--- config.mk ---
export PLATFORM = sky130hd
export DESIGN_NAME = operand_fetch_stage
export DESIGN_NICKNAME = d
export VERILOG_FILES = /design/src/rtl/operand_fetch_stage.sv
export SDC_FILE = /design/constraint.sdc
export NUM_CORES = 1
export LEC_CHECK = 0
export CORE_ASPECT_RATIO = 0.7
export CORE_MARGIN = 3
export CORE_UTILIZATION = 64
export DETAILED_ROUTE_END_ITERATION = 10
export DONT_BUFFER_PORTS = 1
export GPL_TIMING_DRIVEN = 1
export PLACE_DENSITY = 0.8
export SLEW_MARGIN = 5
export SYNTH_ARGS = -nofsm -noshare
export SYNTH_HDL_FRONTEND = slang
export SYNTH_SLANG_ARGS = --single-unit
--- constraint.sdc ---
create_clock -name clock -period 2.92 [get_ports clock]
set_input_delay 0.584 -clock clock [delete_from_list [all_inputs] [get_ports clock]]
set_output_delay 0.584 -clock clock [all_outputs]
set_load 0.01 [all_outputs]
--- src/rtl/operand_fetch_stage.sv ---
// Operand fetch stage: drives register-file read addresses, forwards results from
// EX/MEM/WB to resolve RAW hazards, inserts a single bubble on load-use hazards and
// registers control plus operands into the OF/EX pipeline register. Also keeps a
// saturating count of cycles in which decode was held.
module operand_fetch_stage #(
  parameter int unsigned DATA_WIDTH   = 16,
  parameter int unsigned ADDR_WIDTH   = 3,
  parameter int unsigned OPCODE_WIDTH = 4,
  parameter int unsigned STALL_CNT_W  = 16
) (
  input  logic                    clock,
  input  logic                    reset,
  // Decode side
  input  logic                    id_valid,
  input  logic [OPCODE_WIDTH-1:0] id_opcode,
  input  logic [ADDR_WIDTH-1:0]   id_rs0,
  input  logic [ADDR_WIDTH-1:0]   id_rs1,
  input  logic                    id_use_rs0,
  input  logic                    id_use_rs1,
  input  logic [ADDR_WIDTH-1:0]   id_rd,
  input  logic                    id_reg_write,
  input  logic                    id_mem_read,
  output logic                    id_stall,
  // Register file read ports
  output logic [ADDR_WIDTH-1:0]   rf_read0_addr,
  output logic [ADDR_WIDTH-1:0]   rf_read1_addr,
  input  logic [DATA_WIDTH-1:0]   rf_data0,
  input  logic [DATA_WIDTH-1:0]   rf_data1,
  // Forwarding sources
  input  logic [DATA_WIDTH-1:0]   ex_result,
  input  logic                    mem_fwd_en,
  input  logic [ADDR_WIDTH-1:0]   mem_fwd_rd,
  input  logic [DATA_WIDTH-1:0]   mem_fwd_data,
  input  logic                    wb_write_en,
  input  logic [ADDR_WIDTH-1:0]   wb_write_addr,
  input  logic [DATA_WIDTH-1:0]   wb_write_data,
  // Pipeline control
  input  logic                    ex_stall,
  input  logic                    flush,
  // OF/EX pipeline register
  output logic                    of_valid,
  output logic [OPCODE_WIDTH-1:0] of_opcode,
  output logic [ADDR_WIDTH-1:0]   of_rd,
  output logic                    of_reg_write,
  output logic                    of_mem_read,
  output logic [DATA_WIDTH-1:0]   of_operand0,
  output logic [DATA_WIDTH-1:0]   of_operand1,
  output logic [STALL_CNT_W-1:0]  stall_count
);

  localparam logic [ADDR_WIDTH-1:0]  ZeroIdx  = '0;
  localparam logic [STALL_CNT_W-1:0] CntMax   = '1;
  localparam logic [STALL_CNT_W-1:0] CntOne   = STALL_CNT_W'(1);

  // Pipeline register state
  logic                    valid_q,     valid_d;
  logic [OPCODE_WIDTH-1:0] opcode_q,    opcode_d;
  logic [ADDR_WIDTH-1:0]   rd_q,        rd_d;
  logic                    reg_write_q, reg_write_d;
  logic                    mem_read_q,  mem_read_d;
  logic [DATA_WIDTH-1:0]   operand0_q,  operand0_d;
  logic [DATA_WIDTH-1:0]   operand1_q,  operand1_d;
  logic [STALL_CNT_W-1:0]  cnt_q,       cnt_d;

  // Forwarding hit terms; EX hit is gated by valid so a bubble never forwards
  logic ex_hit0, ex_hit1;
  logic mem_hit0, mem_hit1;
  logic wb_hit0, wb_hit1;
  logic [DATA_WIDTH-1:0] sel_operand0, sel_operand1;
  logic load_use;
  logic ex_writes;

  assign rf_read0_addr = id_rs0;
  assign rf_read1_addr = id_rs1;

  assign ex_writes = valid_q & reg_write_q;

  // Source-match terms for each forwarding path
  always_comb begin
    ex_hit0  = ex_writes & (rd_q == id_rs0);
    ex_hit1  = ex_writes & (rd_q == id_rs1);
    mem_hit0 = mem_fwd_en & (mem_fwd_rd == id_rs0);
    mem_hit1 = mem_fwd_en & (mem_fwd_rd == id_rs1);
    wb_hit0  = wb_write_en & (wb_write_addr == id_rs0);
    wb_hit1  = wb_write_en & (wb_write_addr == id_rs1);
  end

  // Operand 0 select: r0, then youngest producer first, then register file
  always_comb begin
    sel_operand0 = rf_data0;
    if (id_rs0 == ZeroIdx) begin
      sel_operand0 = '0;
    end else if (ex_hit0) begin
      sel_operand0 = ex_result;
    end else if (mem_hit0) begin
      sel_operand0 = mem_fwd_data;
    end else if (wb_hit0) begin
      // RF write lands on the coming edge, so the read port still shows the old value
      sel_operand0 = wb_write_data;
    end
  end

  // Operand 1 select, same priority as operand 0
  always_comb begin
    sel_operand1 = rf_data1;
    if (id_rs1 == ZeroIdx) begin
      sel_operand1 = '0;
    end else if (ex_hit1) begin
      sel_operand1 = ex_result;
    end else if (mem_hit1) begin
      sel_operand1 = mem_fwd_data;
    end else if (wb_hit1) begin
      sel_operand1 = wb_write_data;
    end
  end

  // Load in EX cannot forward yet; a consumer in decode must wait one cycle
  always_comb begin
    load_use = id_valid & valid_q & mem_read_q & (rd_q != ZeroIdx) &
               ((id_use_rs0 & (id_rs0 == rd_q)) | (id_use_rs1 & (id_rs1 == rd_q)));
    id_stall = ~flush & (ex_stall | load_use);
  end

  // Next-state for the OF/EX register: flush > ex_stall > load-use bubble > capture
  always_comb begin
    valid_d     = valid_q;
    opcode_d    = opcode_q;
    rd_d        = rd_q;
    reg_write_d = reg_write_q;
    mem_read_d  = mem_read_q;
    operand0_d  = operand0_q;
    operand1_d  = operand1_q;
    if (flush) begin
      valid_d = 1'b0;
    end else if (ex_stall) begin
      valid_d = valid_q;
    end else if (load_use) begin
      valid_d = 1'b0;
    end else begin
      valid_d     = id_valid;
      opcode_d    = id_opcode;
      rd_d        = id_rd;
      reg_write_d = id_reg_write;
      mem_read_d  = id_mem_read;
      operand0_d  = sel_operand0;
      operand1_d  = sel_operand1;
    end
  end

  // Stall-cycle counter saturates at all-ones instead of wrapping
  always_comb begin
    cnt_d = cnt_q;
    if (id_stall && (cnt_q != CntMax)) begin
      cnt_d = cnt_q + CntOne;
    end
  end

  // OF/EX pipeline register and stall counter
  always_ff @(posedge clock or negedge reset) begin
    if (!reset) begin
      valid_q     <= 1'b0;
      opcode_q    <= '0;
      rd_q        <= '0;
      reg_write_q <= 1'b0;
      mem_read_q  <= 1'b0;
      operand0_q  <= '0;
      operand1_q  <= '0;
      cnt_q       <= '0;
    end else begin
      valid_q     <= valid_d;
      opcode_q    <= opcode_d;
      rd_q        <= rd_d;
      reg_write_q <= reg_write_d;
      mem_read_q  <= mem_read_d;
      operand0_q  <= operand0_d;
      operand1_q  <= operand1_d;
      cnt_q       <= cnt_d;
    end
  end

  assign of_valid     = valid_q;
  assign of_opcode    = opcode_q;
  assign of_rd        = rd_q;
  assign of_reg_write = reg_write_q;
  assign of_mem_read  = mem_read_q;
  assign of_operand0  = operand0_q;
  assign of_operand1  = operand1_q;
  assign stall_count  = cnt_q;

endmodule

==> results of run 1 <==
## critical path: cells and delay by family, from the launching register on
family	cells	cell delay, ns
AOI/OAI and AO/OA	2	0.64
DFF	1	0.49
xor gates and xnor gates	1	0.23
and+or+nand+nor	1	0.44
## path summary, 6_finish.rpt
| kind | slack [ns] | cells past startpoint | to |
|---|---|---|---|
| min | 0.11 | 1 | stall_count[15]$_DFFE_PN0P_ |
| min reg2reg | 0.58 | 1 | of_operand0[13]$_DFFE_PN0P_ |
| min in group clock | 0.31 | 1 | of_valid$_DFFE_PN0P_ |
| max in group asynchronous | 2.57 | 1 | of_operand1[5]$_DFFE_PN0P_ |
| max | 0.20 | 4 | id_stall |
| max reg2reg | 0.37 | 8 | of_operand1[5]$_DFFE_PN0P_ |
## power breakdown
part	total, mW	internal [mW]	switching (mW)
Sequential	1.17	0.937	0.231
Clock	0.898	0.566	0.331
Combinational	0.418	0.201	0.217
## kinds of logic after synthesis
kind of cell / after synthesis
AO/OA/AOI/OAI: 70
AND/OR/NAND/NOR: 110
buffers and inverters: 30
adder cells (fa/ha/maj): 1
XOR/XNOR: 31
flip-flops: 58
multiplexers: 43
## through the flow
step	total power, mW	hold slack, ns	utilization (%)
after floorplan	1.46	0.288	-
after global placement	1.55	0.290	69.5
after detailed placement	1.57	0.290	69.5
after CTS	2.49	0.115	74.8
after global routing	2.60	0.114	74.8
final	2.48	0.115	74.8
## cell usage in the layout, fill, tap and decap left out, types with 2 or more instances in the layout
| cell | count |
|---|---|
| sky130_fd_sc_hd__dfrtp_1 | 58 |
| sky130_fd_sc_hd__nand3_1 | 40 |
| sky130_fd_sc_hd__nand2_1 | 32 |
| sky130_fd_sc_hd__mux2i_1 | 32 |
| sky130_fd_sc_hd__o221ai_1 | 32 |
| sky130_fd_sc_hd__a22o_1 | 32 |
| sky130_fd_sc_hd__xor2_1 | 18 |
| sky130_fd_sc_hd__xnor2_1 | 12 |
| sky130_fd_sc_hd__nor2_1 | 11 |
| sky130_fd_sc_hd__mux2_2 | 11 |
| sky130_fd_sc_hd__clkbuf_8 | 9 |
| sky130_fd_sc_hd__buf_4 | 7 |
| sky130_fd_sc_hd__nor3_1 | 6 |
| sky130_fd_sc_hd__nand4_1 | 6 |
| sky130_fd_sc_hd__and3_1 | 5 |
| sky130_fd_sc_hd__inv_1 | 3 |
| sky130_fd_sc_hd__a21oi_1 | 3 |
| sky130_fd_sc_hd__bufinv_16 | 3 |
| sky130_fd_sc_hd__nor4b_1 | 2 |
| sky130_fd_sc_hd__nor3_2 | 2 |
| sky130_fd_sc_hd__and4_1 | 2 |
| sky130_fd_sc_hd__clkinv_2 | 2 |
## layout make-up
type / instances / area, um2
fill: 362 / 1260
inverter: 3 / 11.3
clock buffer: 9 / 124
multi-input combinational: 255 / 1890
clock inverter: 7 / 116
sequential: 58 / 1450
tap: 69 / 86.3
timing repair buffer: 8 / 80.1
## repair_timing
item	in CTS	in global routing
setup buffers	0	0
resized for setup	0	0
hold buffers	1	0
endpoints found under the hold margin	58	0
## flip-flops by register name, indices dropped and copies added (netlist names)
signal,flops
of_mem_read,1
of_opcode,4
of_operand0,16
of_operand1,16
of_rd,3
of_reg_write,1
of_valid,1
stall_count,16
## per-layer routing
| layer | vias to the layer above | track usage [%] | share of wire (%) |
|---|---|---|---|
| met3 | 24 | 14.0 | 15 |
| met2 | 233 | 49.3 | 46 |
| met5 | - | 0 | 0 |
| li1 | 1291 | - | - |
| met1 | 1432 | 43.9 | 38 |
| met4 | 0 | 9.37 | 1.9 |
==> summary by stage, run 1 <==
Place
Summing all placed instances gives a cell area of between 3000 and 4000 um2. The HPWL after detailed placement is 7440 um. The number of placed instances with taps included is around 390. The number of port buffers is 0. The minimum setup slack after placement is roughly 0.38 ns. The final weighted congestion of routability-driven global placement is 0.814.

Job
The number of max-cap violations is 0.

Finish
0 antenna diodes ended up in the layout. The finished cells cover roughly 3800 um2. For this run, the post-layout net count is between 400 and 500. Of the cells placed in the final design, the portion with a size suffix greater than 1 is between 10% and 20%.

The relative area change from synthesis to final layout is 7.79%. The count of non-filler cells in the finished layout is roughly 410.

Global route
After global routing the overflow that remains totals 0. The number of antenna violations at the first check in global routing came to 0. The global-route wire length before repair is around 16000 um. Entering global routing, the biggest net connects between 50 and 60 pins. The number of global-route vias before repair is between 2000 and 3000. The total routing usage reported by global routing is 32.9%.

Clock tree
Clock tree synthesis found a total of 58 sinks. The number of buffers inserted during clock tree synthesis is 9. TritonCTS built the clock tree. In this run the deepest clock path goes through 2 buffers.

After clock tree synthesis, the clock-pin slew on the worst setup and hold paths is about 0.070 ns. The deepest level of the CTS H-tree is 3. The root buffer cell chosen for the clock tree is sky130_fd_sc_hd__clkbuf_8. The later pin in the worst-skew pair is clocked with a latency of between 0.3 and 0.4 ns.

Detailed routing
The routed wire length is a little over 10000 um. The number of vias in the routed layout is between 2000 and 3000. The ratio of routed vias to standard cells is 7.29.

The number of nets with antenna violations after routing is 0. The first routing iteration left approximately 250 violations. After detailed routing, the number of remaining DRC violations is 0.

The wire length per cell after detailed routing is between 20 and 30 um. The pre-antenna-repair detailed-routing pass consisted of 5 iterations.

Timing
The number of endpoints with negative hold slack in the final report is 0. The final cycle utilization of the critical path is between 90 and 100%. The maximum frequency from static timing analysis is approximately 370 MHz.

The pin slew with the least headroom to its limit is 1.08 ns. After routing, the total negative slack on setup checks comes to 0 ns. The number of slew-limit violations in the final report is 0. Setup repair after global routing left no endpoint under its margin. The worst path needs ~2.7 ns of the cycle, external delays included. The relative max-transition margin is between 20% and 30%. The final setup skew is 0.00834 ns.

Across all setup checks in the final design, the least slack found is slightly above 0.2 ns. The total of endpoints with negative setup slack in the final report is 0.

Power and ir drop
VDD sags by at most 0.423 mV. The power per cell area is about 660 nW/um2. The standby leakage power is approximately 1.7 nW.

Floorplan
In this run the vertical extent of the chip is just under 70 um. The floorplan step set the die width to 94.2 um. The initial cell density of the core is between 60% and 70%.

The area of the core is about 5000 um2. The total I/O pin count is between 150 and 200. The floorplan has 21 rows. The die outline area is roughly 6400 um2.

Logic synthesis
The cell count after synthesis came out at 343. The average cell area after synthesis is a little over 10 um2. Yosys attributes the largest share of cell area to sky130_fd_sc_hd__dfrtp_1 (42%), sky130_fd_sc_hd__mux2i_1 (9.2%), sky130_fd_sc_hd__a22o_1 (8.0%), sky130_fd_sc_hd__o221ai_1 (8.0%), sky130_fd_sc_hd__nand3_1 (5.9%). After Yosys synthesis, and, or, nand and nor cells account for between 15 and 20% of the synthesized area. The dominant register cell in the synthesized netlist is sky130_fd_sc_hd__dfrtp_1. The share of synthesized flip-flops with an asynchronous set or reset is 100%. Counting flops and latches in the post-synthesis netlist gives slightly below 60. The most common cell in the netlist is sky130_fd_sc_hd__dfrtp_1. The combinational family with the most area after synthesis is compound AO/OA/AOI/OAI gates.

Yosys mapped a number of flops with a built-in enable equal to 0. Summing the areas of all fa, ha and maj instances in the mapped netlist gives 0.359% of the synthesized area. Sequential cells were found to cover between 40% and 50% of the synthesized design area. The synthesized netlist devotes 17.3% of its cell area to compound gates.

The top cell type by total area after synthesis is sky130_fd_sc_hd__dfrtp_1. For this run, the number of Yosys warnings is 0. In this run the cell area of the synthesized design comes to roughly 3500 um2.

The post-synthesis share of cell area spent on xor and xnor gates is between 8 and 9%. Of the post-synthesis cell area, the part taken by muxes is 12.7%. The share of synthesized area in the top cell type comes to between 40% and 50%. The commonest cells after synthesis are sky130_fd_sc_hd__dfrtp_1 (58), sky130_fd_sc_hd__nand3_1 (41). When the netlist entered floorplanning its net count stood at 454.

Synthesis instantiated 30 different standard cells from the library.

Worst setup path
The most critical setup path has its startpoint at of_rd[1]$_DFFE_PN0P_. Traced cell by cell, the critical path runs through xor2_1 -> nor4b_1 -> o21ai_2 -> a21oi_2. The peak per-stage delay on the critical path is approximately 0.49 ns. The maximum net fanout on the critical path is 9. The worst register-to-register path begins at of_rd[1]$_DFFE_PN0P_. The endpoint class of the critical path is a primary output. At the worst endpoint, the required time is roughly 2.3 ns.

The arrival time of the worst setup path is roughly 2.1 ns. The slowest library cell on the worst path is sky130_fd_sc_hd__dfrtp_1. The worst setup path is launched from a flip-flop. The worst setup path category is reg2out.

Worst hold path
The worst hold path class is in2async.

Run status
The run finished with clean final reports.
Power figures use the tool's default switching activity.
==> inputs of run 2 (changes only) <==
--- a/config.mk
+++ b/config.mk
@@ -7,11 +7,11 @@
 export LEC_CHECK = 0
 export CORE_ASPECT_RATIO = 0.7
 export CORE_MARGIN = 3
-export CORE_UTILIZATION = 64
+export CORE_UTILIZATION = 60
 export DETAILED_ROUTE_END_ITERATION = 10
 export DONT_BUFFER_PORTS = 1
 export GPL_TIMING_DRIVEN = 1
-export PLACE_DENSITY = 0.8
+export PLACE_DENSITY = 0.76
 export SLEW_MARGIN = 5
 export SYNTH_ARGS = -nofsm -noshare
 export SYNTH_HDL_FRONTEND = slang
==> run 2 against run 1 <==
  * Clock power fell by 20%
  * Maximum frequency barely moved
  * Cell count rose by 0.73%
  * Sequential power barely moved
  * Sequential share of layout area rose by 0.44 points
  * Critical path depth did not move
  * Non-clock buffer count did not move
  * Sequential cell count did not move
  * Largest cell class unchanged
  * Highest routed layer is now met5
==> summary by stage, run 2 (synthesis gave the netlist of run 1 again) <==
Detailed routing
The final routed DRC violation total is 0 (unchanged). The number of iterations in the first detailed-routing pass is 5 (unchanged). The number of design-rule violations left by the first detailed-router iteration was 232 (-6.5%). The number of vias in the routed layout is 2955 (-0.84%). The number of nets with antenna violations after routing is 0 (unchanged). The ratio of routed vias to standard cells is 7.17 (-1.6%). The wire length per cell after detailed routing is 25.0 um (-1.2%). The routed wire length was 10300 um (-0.45%).

Finish
The number of nets in the finished design is 446 (unchanged). The relative area change from synthesis to final layout is 6.57%. In the layout the commonest cells are sky130_fd_sc_hd__dfrtp_1 (58), sky130_fd_sc_hd__nand3_1 (40). The leading cell type in the layout, fill and taps excluded is sky130_fd_sc_hd__dfrtp_1. The share of cells above drive strength 1 is 12.4% (unchanged). The number of filler instances in the final layout is 431 (+19%). The number of antenna diodes is 0 (unchanged).

The area of all placed cells without fillers is 3710 um2 (-1.1%).

Clock tree
The clock transition time at the flip-flop clock pins of the worst setup and hold paths is 0.07 ns (about the same). The number of clock sinks seen by CTS is 58 (unchanged). The number of buffers inserted during clock tree synthesis came to 9 (unchanged). The deepest level of the CTS H-tree came to 3 (unchanged). The CTS tree is done. The root buffer cell is sky130_fd_sc_hd__clkbuf_8. The clock tree buffer depth is 2 (unchanged). The post-CTS resize count is 0 (unchanged).

The insertion delay to the later sink of the worst-skew pair came to 0.33 ns (about the same).

Timing
The relative max-transition margin is 24.0% (-3.7 points). The worst setup margin came to 0.203 ns (+0.00211 ns). The number of endpoints with negative hold slack in the final report came to 0 (unchanged).

The final period demand of the worst path was 2.72 ns (-0.00211 ns). Setup repair after global routing left no endpoint under its margin. The final setup skew came to 0.0106 ns (+0.00223 ns). The number of slew-limit violations in the final report is 0 (unchanged).

The setup total negative slack was 0 ns (unchanged). The total of endpoints with negative setup slack in the final report came to 0 (unchanged). The maximum frequency from static timing analysis is 368 MHz (about the same). The final cycle utilization of the critical path is 93.0% (about the same). The worst hold slack across all endpoints is 0.118 ns (+0.00361 ns). The pin slew with the least headroom to its limit came to 1.14 ns (+0.0547 ns).

Job
The number of max-cap violations is 0 (unchanged).

Place
The minimum setup slack after placement is 0.374 ns (-0.00660 ns). The final weighted congestion of routability-driven global placement came to 0.931 (+14%). The number of port buffers was 0 (unchanged). The sum of net half-perimeters after detailed placement is 7570 um (+1.7%). The total placed instance area came to 3490 um2 (+0.11%).

Floorplan
The die span in x is 97.1 um (+3.1%). The initial cell density of the core is 64.3% (-5.2 points). The count of standard-cell rows is 22 (+4.8%). The total I/O pin count is 175 (unchanged). The area of the core is 5420 um2 (+8.1%).

The die height is 69.8 um (+3.0%). The die outline area is 6770 um2 (+6.1%).

Global route
The number of antenna violations at the first check in global routing is 0 (unchanged). The total overflow reported by the global router is 0 (unchanged). The number of global-route vias before repair is 3037 (+11%).

The pin count of the biggest net entering global routing is 59 (unchanged). The global-route wire length before repair came to 16200 um (+2.4%). The total routing usage reported by global routing came to 30.0% (-2.9 points).

Worst setup path
The worst endpoint required time is 2.34 ns (about the same). The maximum net fanout on the critical path came to 9 (unchanged). The arrival time of the worst setup path is 2.13 ns (about the same). By startpoint and endpoint, the worst setup path is classified as reg2out. STA classifies the critical path startpoint as a flip-flop. The worst setup path is captured at a primary output.

Power and ir drop
The power per cell area is 622 nW/um2 (-5.9%). The standby leakage power was 1.71 nW (-1.2%). The total power after layout was 2.31 mW (-7.0%). The worst ir drop on vdd is 0.278 mV (-34%).

Run status
The flow ran to the end, and the final reports show no timing, DRC or antenna violations.

Worst hold path
The worst hold path belongs to the class in2async.
==> run 2: changes by cell type in the layout (fill, tap and decap cells not counted) <==
cell and change:
sky130_fd_sc_hd__clkinv_4 +2, sky130_fd_sc_hd__bufinv_16 -2, sky130_fd_sc_hd__clkinv_2 +1, sky130_fd_sc_hd__inv_6 -1
==> run 2: timing repair <==
item,in CTS,in global routing
hold buffers,1,0
setup buffers,0,0
endpoints found under the setup margin,0,0
hold endpoints to repair,58,0
==> run 2: final timing paths <==
path | start | to | slack (ns) | cells after the start
min in group clock | flush | of_valid$_DFFE_PN0P_ | 0.32 | 1
hold reg to reg | stall_count[15]$_DFFE_PN0P_ | stall_count[15]$_DFFE_PN0P_ | 0.58 | 1
hold / removal | reset | stall_count[2]$_DFFE_PN0P_ | 0.12 | 1
setup / recovery | of_rd[1]$_DFFE_PN0P_ | id_stall | 0.20 | 4
setup reg to reg | of_rd[1]$_DFFE_PN0P_ | of_operand1[7]$_DFFE_PN0P_ | 0.43 | 8
max in group asynchronous | reset | of_operand0[8]$_DFFE_PN0P_ | 2.55 | 1
==> run 2: worst max-delay path: stages, from the launching register on <==
cell and delay, ns:
sky130_fd_sc_hd__dfrtp_1 0.48, sky130_fd_sc_hd__xor2_1 0.22, sky130_fd_sc_hd__nor4b_1 0.45, sky130_fd_sc_hd__o21ai_2 0.17
sky130_fd_sc_hd__a21oi_2 0.49
==> run 2: metal layers <==
| metal | part of all wire [%] | track usage, % | up-vias |
|---|---|---|---|
| met5 | 0.41 | 5.38 | - |
| met4 | 1.6 | 8.57 | 2 |
| met3 | 12 | 10.6 | 22 |
| met2 | 47 | 47.6 | 211 |
| met1 | 40 | 38.6 | 1438 |
| li1 | - | - | 1282 |
==> run 2: final cells by class <==
cell class | instances | area (um2) | share of cell area (%)
clock buffers | 9 | 124 | 3.34
clock inverters | 7 | 70.1 | 1.89
inverters | 3 | 11.3 | 0.303
multi-input cells | 255 | 1890 | 50.8
flip-flops and latches | 58 | 1450 | 39.1
well taps | 72 | 90.1 | 2.43
repair buffers | 8 | 80.1 | 2.16
==> run 2: metrics by stage <==
| step | utilization [%] | std cells |
|---|---|---|
| 2_1_floorplan | - | 343 |
| 6_report | 68.5 | 412 |
| 4_1_cts | 68.5 | 412 |
| 3_5_place_dp | 64.4 | 395 |
| 5_1_grt | 68.5 | 412 |
| 3_3_place_gp | 64.4 | 395 |
==> run 2: report_power, final <==
part	total, mW	leakage (nW)	internal [mW]	switching (mW)
clock	0.717	0.0990	0.392	0.325
combinational	0.426	0.880	0.202	0.223
sequential	1.17	0.730	0.937	0.231
total	2.31	1.71	1.53	0.780
==> inputs of run 3 (changes only) <==
--- a/config.mk
+++ b/config.mk
@@ -5,13 +5,14 @@
 export SDC_FILE = /design/constraint.sdc
 export NUM_CORES = 1
 export LEC_CHECK = 0
-export CORE_ASPECT_RATIO = 0.7
+export CORE_ASPECT_RATIO = 1.4
 export CORE_MARGIN = 3
 export CORE_UTILIZATION = 60
 export DETAILED_ROUTE_END_ITERATION = 10
 export DONT_BUFFER_PORTS = 1
 export GPL_TIMING_DRIVEN = 1
 export PLACE_DENSITY = 0.76
+export REMOVE_ABC_BUFFERS = 1
 export SLEW_MARGIN = 5
 export SYNTH_ARGS = -nofsm -noshare
 export SYNTH_HDL_FRONTEND = slang
==> run 3 against run 2 <==
  * Cell count fell by 0.49%
  * Sequential power barely moved
  * Die area barely moved
  * Non-clock buffer count rose by 2
  * Total power rose by 0.40%
  * Critical path depth did not move
  * Register-to-register slack improved by 0.14 ns
  * Clock skew rose by 0.0028 ns
  * Clock-buffer cell count rose by 1
==> summary by stage, run 3 (synthesis gave the netlist of run 1 again) <==
Floorplan
The area of the core is 5570 um2 (+2.6%). The die outline area is 6770 um2 (about the same). The die height was 96.2 um (+38%). The count of standard-cell rows is 32 (+45%). The total I/O pin count is 175 (unchanged).

The initial cell density of the core is 62.6% (-1.6 points). The die span in x is 70.4 um (-27%).

Worst setup path
The worst setup path is captured at a primary output. The critical path is of the reg2out type. The worst reg2reg path startpoint is of_rd[1]$_DFFE_PN0P_.

The maximum net fanout on the critical path was 9 (unchanged). The endpoint identified for the worst register-to-register timing path is stall_count[4]$_DFFE_PN0P_. The arrival time of the worst setup path is 2.06 ns (-0.07 ns). The peak per-stage delay on the critical path is 0.47 ns (-0.02 ns). On the critical path, the stage with the largest delay is an instance of sky130_fd_sc_hd__dfrtp_1. The kind of cell adding the most delay to the critical path is compound AO/OA/AOI/OAI gates. Walking the worst path, the cells encountered are xor2_1 -> nor4b_1 -> o21ai_2 -> a21oi_2. STA classifies the critical path startpoint as a flip-flop. The worst endpoint required time is 2.34 ns (about the same). The number of cells on the worst reg-to-reg path is 6 (-2). The register-to-register setup slack was 0.57 ns (+0.14 ns). The combined buffer and inverter count along the critical path came to 0 (unchanged). The cell depth of the worst setup path is 4 (unchanged).

Finish
The number of antenna diodes was 0 (unchanged). The number of filler instances in the final layout is 445 (+3.2%). The relative area change from synthesis to final layout is 7.11%.

The top cell types in the final layout, fill and taps aside, are sky130_fd_sc_hd__dfrtp_1 (58), sky130_fd_sc_hd__nand3_1 (40). The count of non-filler cells in the finished layout came to 410 (-0.49%). The sequential cell area was 1450 um2 (unchanged).

Leaving out fill and tap cells, the most frequent cell in the layout is sky130_fd_sc_hd__dfrtp_1. The share of cells above drive strength 1 came to 12.9% (+0.51 points). The number of nets in the finished design was 448 (+0.45%). The area occupied by multi-input gates is 1890 um2 (unchanged). The area of all placed cells without fillers is 3730 um2 (+0.51%).

Place
The sum of net half-perimeters after detailed placement is 6990 um (-7.6%). The final weighted congestion of routability-driven global placement is 0.831 (-11%). The number of port buffers is 0 (unchanged).

The total placed instance area is 3500 um2 (+0.29%). The number of placed instances with taps included came to 393 (-0.51%).

Global route
The total routing usage reported by global routing is 28.9% (-1.2 points). The global-route wire length before repair came to 15100 um (-6.3%). The total overflow reported by the global router is 0 (unchanged). The number of antenna violations at the first check in global routing was 0 (unchanged). The pin count of the biggest net entering global routing is 59 (unchanged). The number of global-route vias before repair is 3084 (+1.5%).

Timing
The number of endpoints with negative hold slack in the final report is 0 (unchanged). The total of endpoints with negative setup slack in the final report came to 0 (unchanged). The worst hold slack across all endpoints is 0.109 ns (-0.00911 ns). The final period demand of the worst path came to 2.64 ns (-0.0738 ns).

The number of slew-limit violations in the final report is 0 (unchanged). The pin slew with the least headroom to its limit is 0.679 ns (-0.456 ns). The maximum frequency from static timing analysis is 378 MHz (+2.8%). Setup repair after global routing left no endpoint under its margin. The relative max-transition margin is 54.6% (+31 points).

The final cycle utilization of the critical path is 90.5% (-2.5 points). The final setup skew was 0.0134 ns (+0.00279 ns).

Clock tree
The number of clock sinks seen by CTS came to 58 (unchanged). The post-CTS resize count is 0 (unchanged). The deepest level of the CTS H-tree is 3 (unchanged). TritonCTS built the clock tree. The clock transition time at the flip-flop clock pins of the worst setup and hold paths came to 0.08 ns (about the same). Clock tree synthesis selected as its root buffer the cell sky130_fd_sc_hd__clkbuf_8.

The insertion delay to the later sink of the worst-skew pair was 0.33 ns (about the same). The number of buffers inserted during clock tree synthesis came to 9 (unchanged). The number of post-CTS setup repair buffers came to 0 (unchanged). The clock tree buffer depth came to 2 (unchanged).

Run status
The flow ran to the end, and the final reports show no timing, DRC or antenna violations.

Job
The number of max-cap violations was 0 (unchanged).

Detailed routing
The final routed DRC violation total is 0 (unchanged). The ratio of routed vias to standard cells is 7.09 (-1.2%). The wire length per cell after detailed routing was 24.1 um (-3.5%).

The routed wire length is 9880 um (-4.0%). The number of iterations in the first detailed-routing pass is 7 (+2). The number of vias in the routed layout came to 2905 (-1.7%). The number of design-rule violations left by the first detailed-router iteration came to 164 (-29%). The number of nets with antenna violations after routing is 0 (unchanged).

Worst hold path
The min-delay analysis places its worst path in the category in2async.

Power and ir drop
The worst ir drop on vdd is 0.474 mV (+70%). The power per cell area is 622 nW/um2 (-0.11%). The standby leakage power is 1.72 nW (+0.78%).
[run 3: area by class of cell]
| type | instances | share of cell area, % |
|---|---|---|
| Multi-Input combinational cell | 255 | 50.6 |
| Clock buffer | 10 | 3.69 |
| Timing Repair Buffer | 10 | 2.55 |
| Inverter | 3 | 0.302 |
| Sequential cell | 58 | 38.9 |
| Tap cell | 68 | 2.28 |
| Clock inverter | 6 | 1.74 |
[run 3: routing by layer]
metal / vias to the layer above / GRT usage, % / wire length [um]
li1: 1289 / - / -
met1: 1428 / 31.3 / 3430
met5: - / 0 / 0
met2: 166 / 50.8 / 5200
met4: 0 / 13.3 / 225
met3: 22 / 9.72 / 1020
[run 3: power breakdown]
part	total (mW)	switching (mW)	internal, mW
sequential	1.16	0.219	0.937
clock	0.752	0.333	0.418
combinational	0.413	0.211	0.202
total	2.32	0.763	1.56
[run 3: repair_timing]
| item | CTS | global route |
|---|---|---|
| hold buffers | 1 | 0 |
| endpoints found under the hold margin | 58 | 0 |
| setup endpoints to repair | 0 | 0 |
[run 3: worst max path at each step]
stage	from	end	slack (ns)
floorplan	id_rs1[0]	of_operand0[0]$_DFFE_PN0P_	-0.13
global placement	id_rs1[1]	stall_count[4]$_DFFE_PN0P_	0.54
detailed placement	id_rs1[1]	stall_count[4]$_DFFE_PN0P_	0.50
CTS	of_rd[1]$_DFFE_PN0P_	id_stall	0.26
global route	of_rd[1]$_DFFE_PN0P_	id_stall	0.13
finish	of_rd[1]$_DFFE_PN0P_	id_stall	0.28
[run 3: stage by stage]
step / power (mW) / worst slack, ns / setup TNS, ns / utilization (%)
2_1_floorplan: 1.44 / -0.130 / -4.16 / -
3_3_place_gp: 1.55 / 0.541 / 0 / 62.9
3_5_place_dp: 1.57 / 0.498 / 0 / 62.9
4_1_cts: 2.33 / 0.257 / 0 / 67.1
5_1_grt: 2.43 / 0.126 / 0 / 67.1
6_report: 2.32 / 0.277 / 0 / 67.1
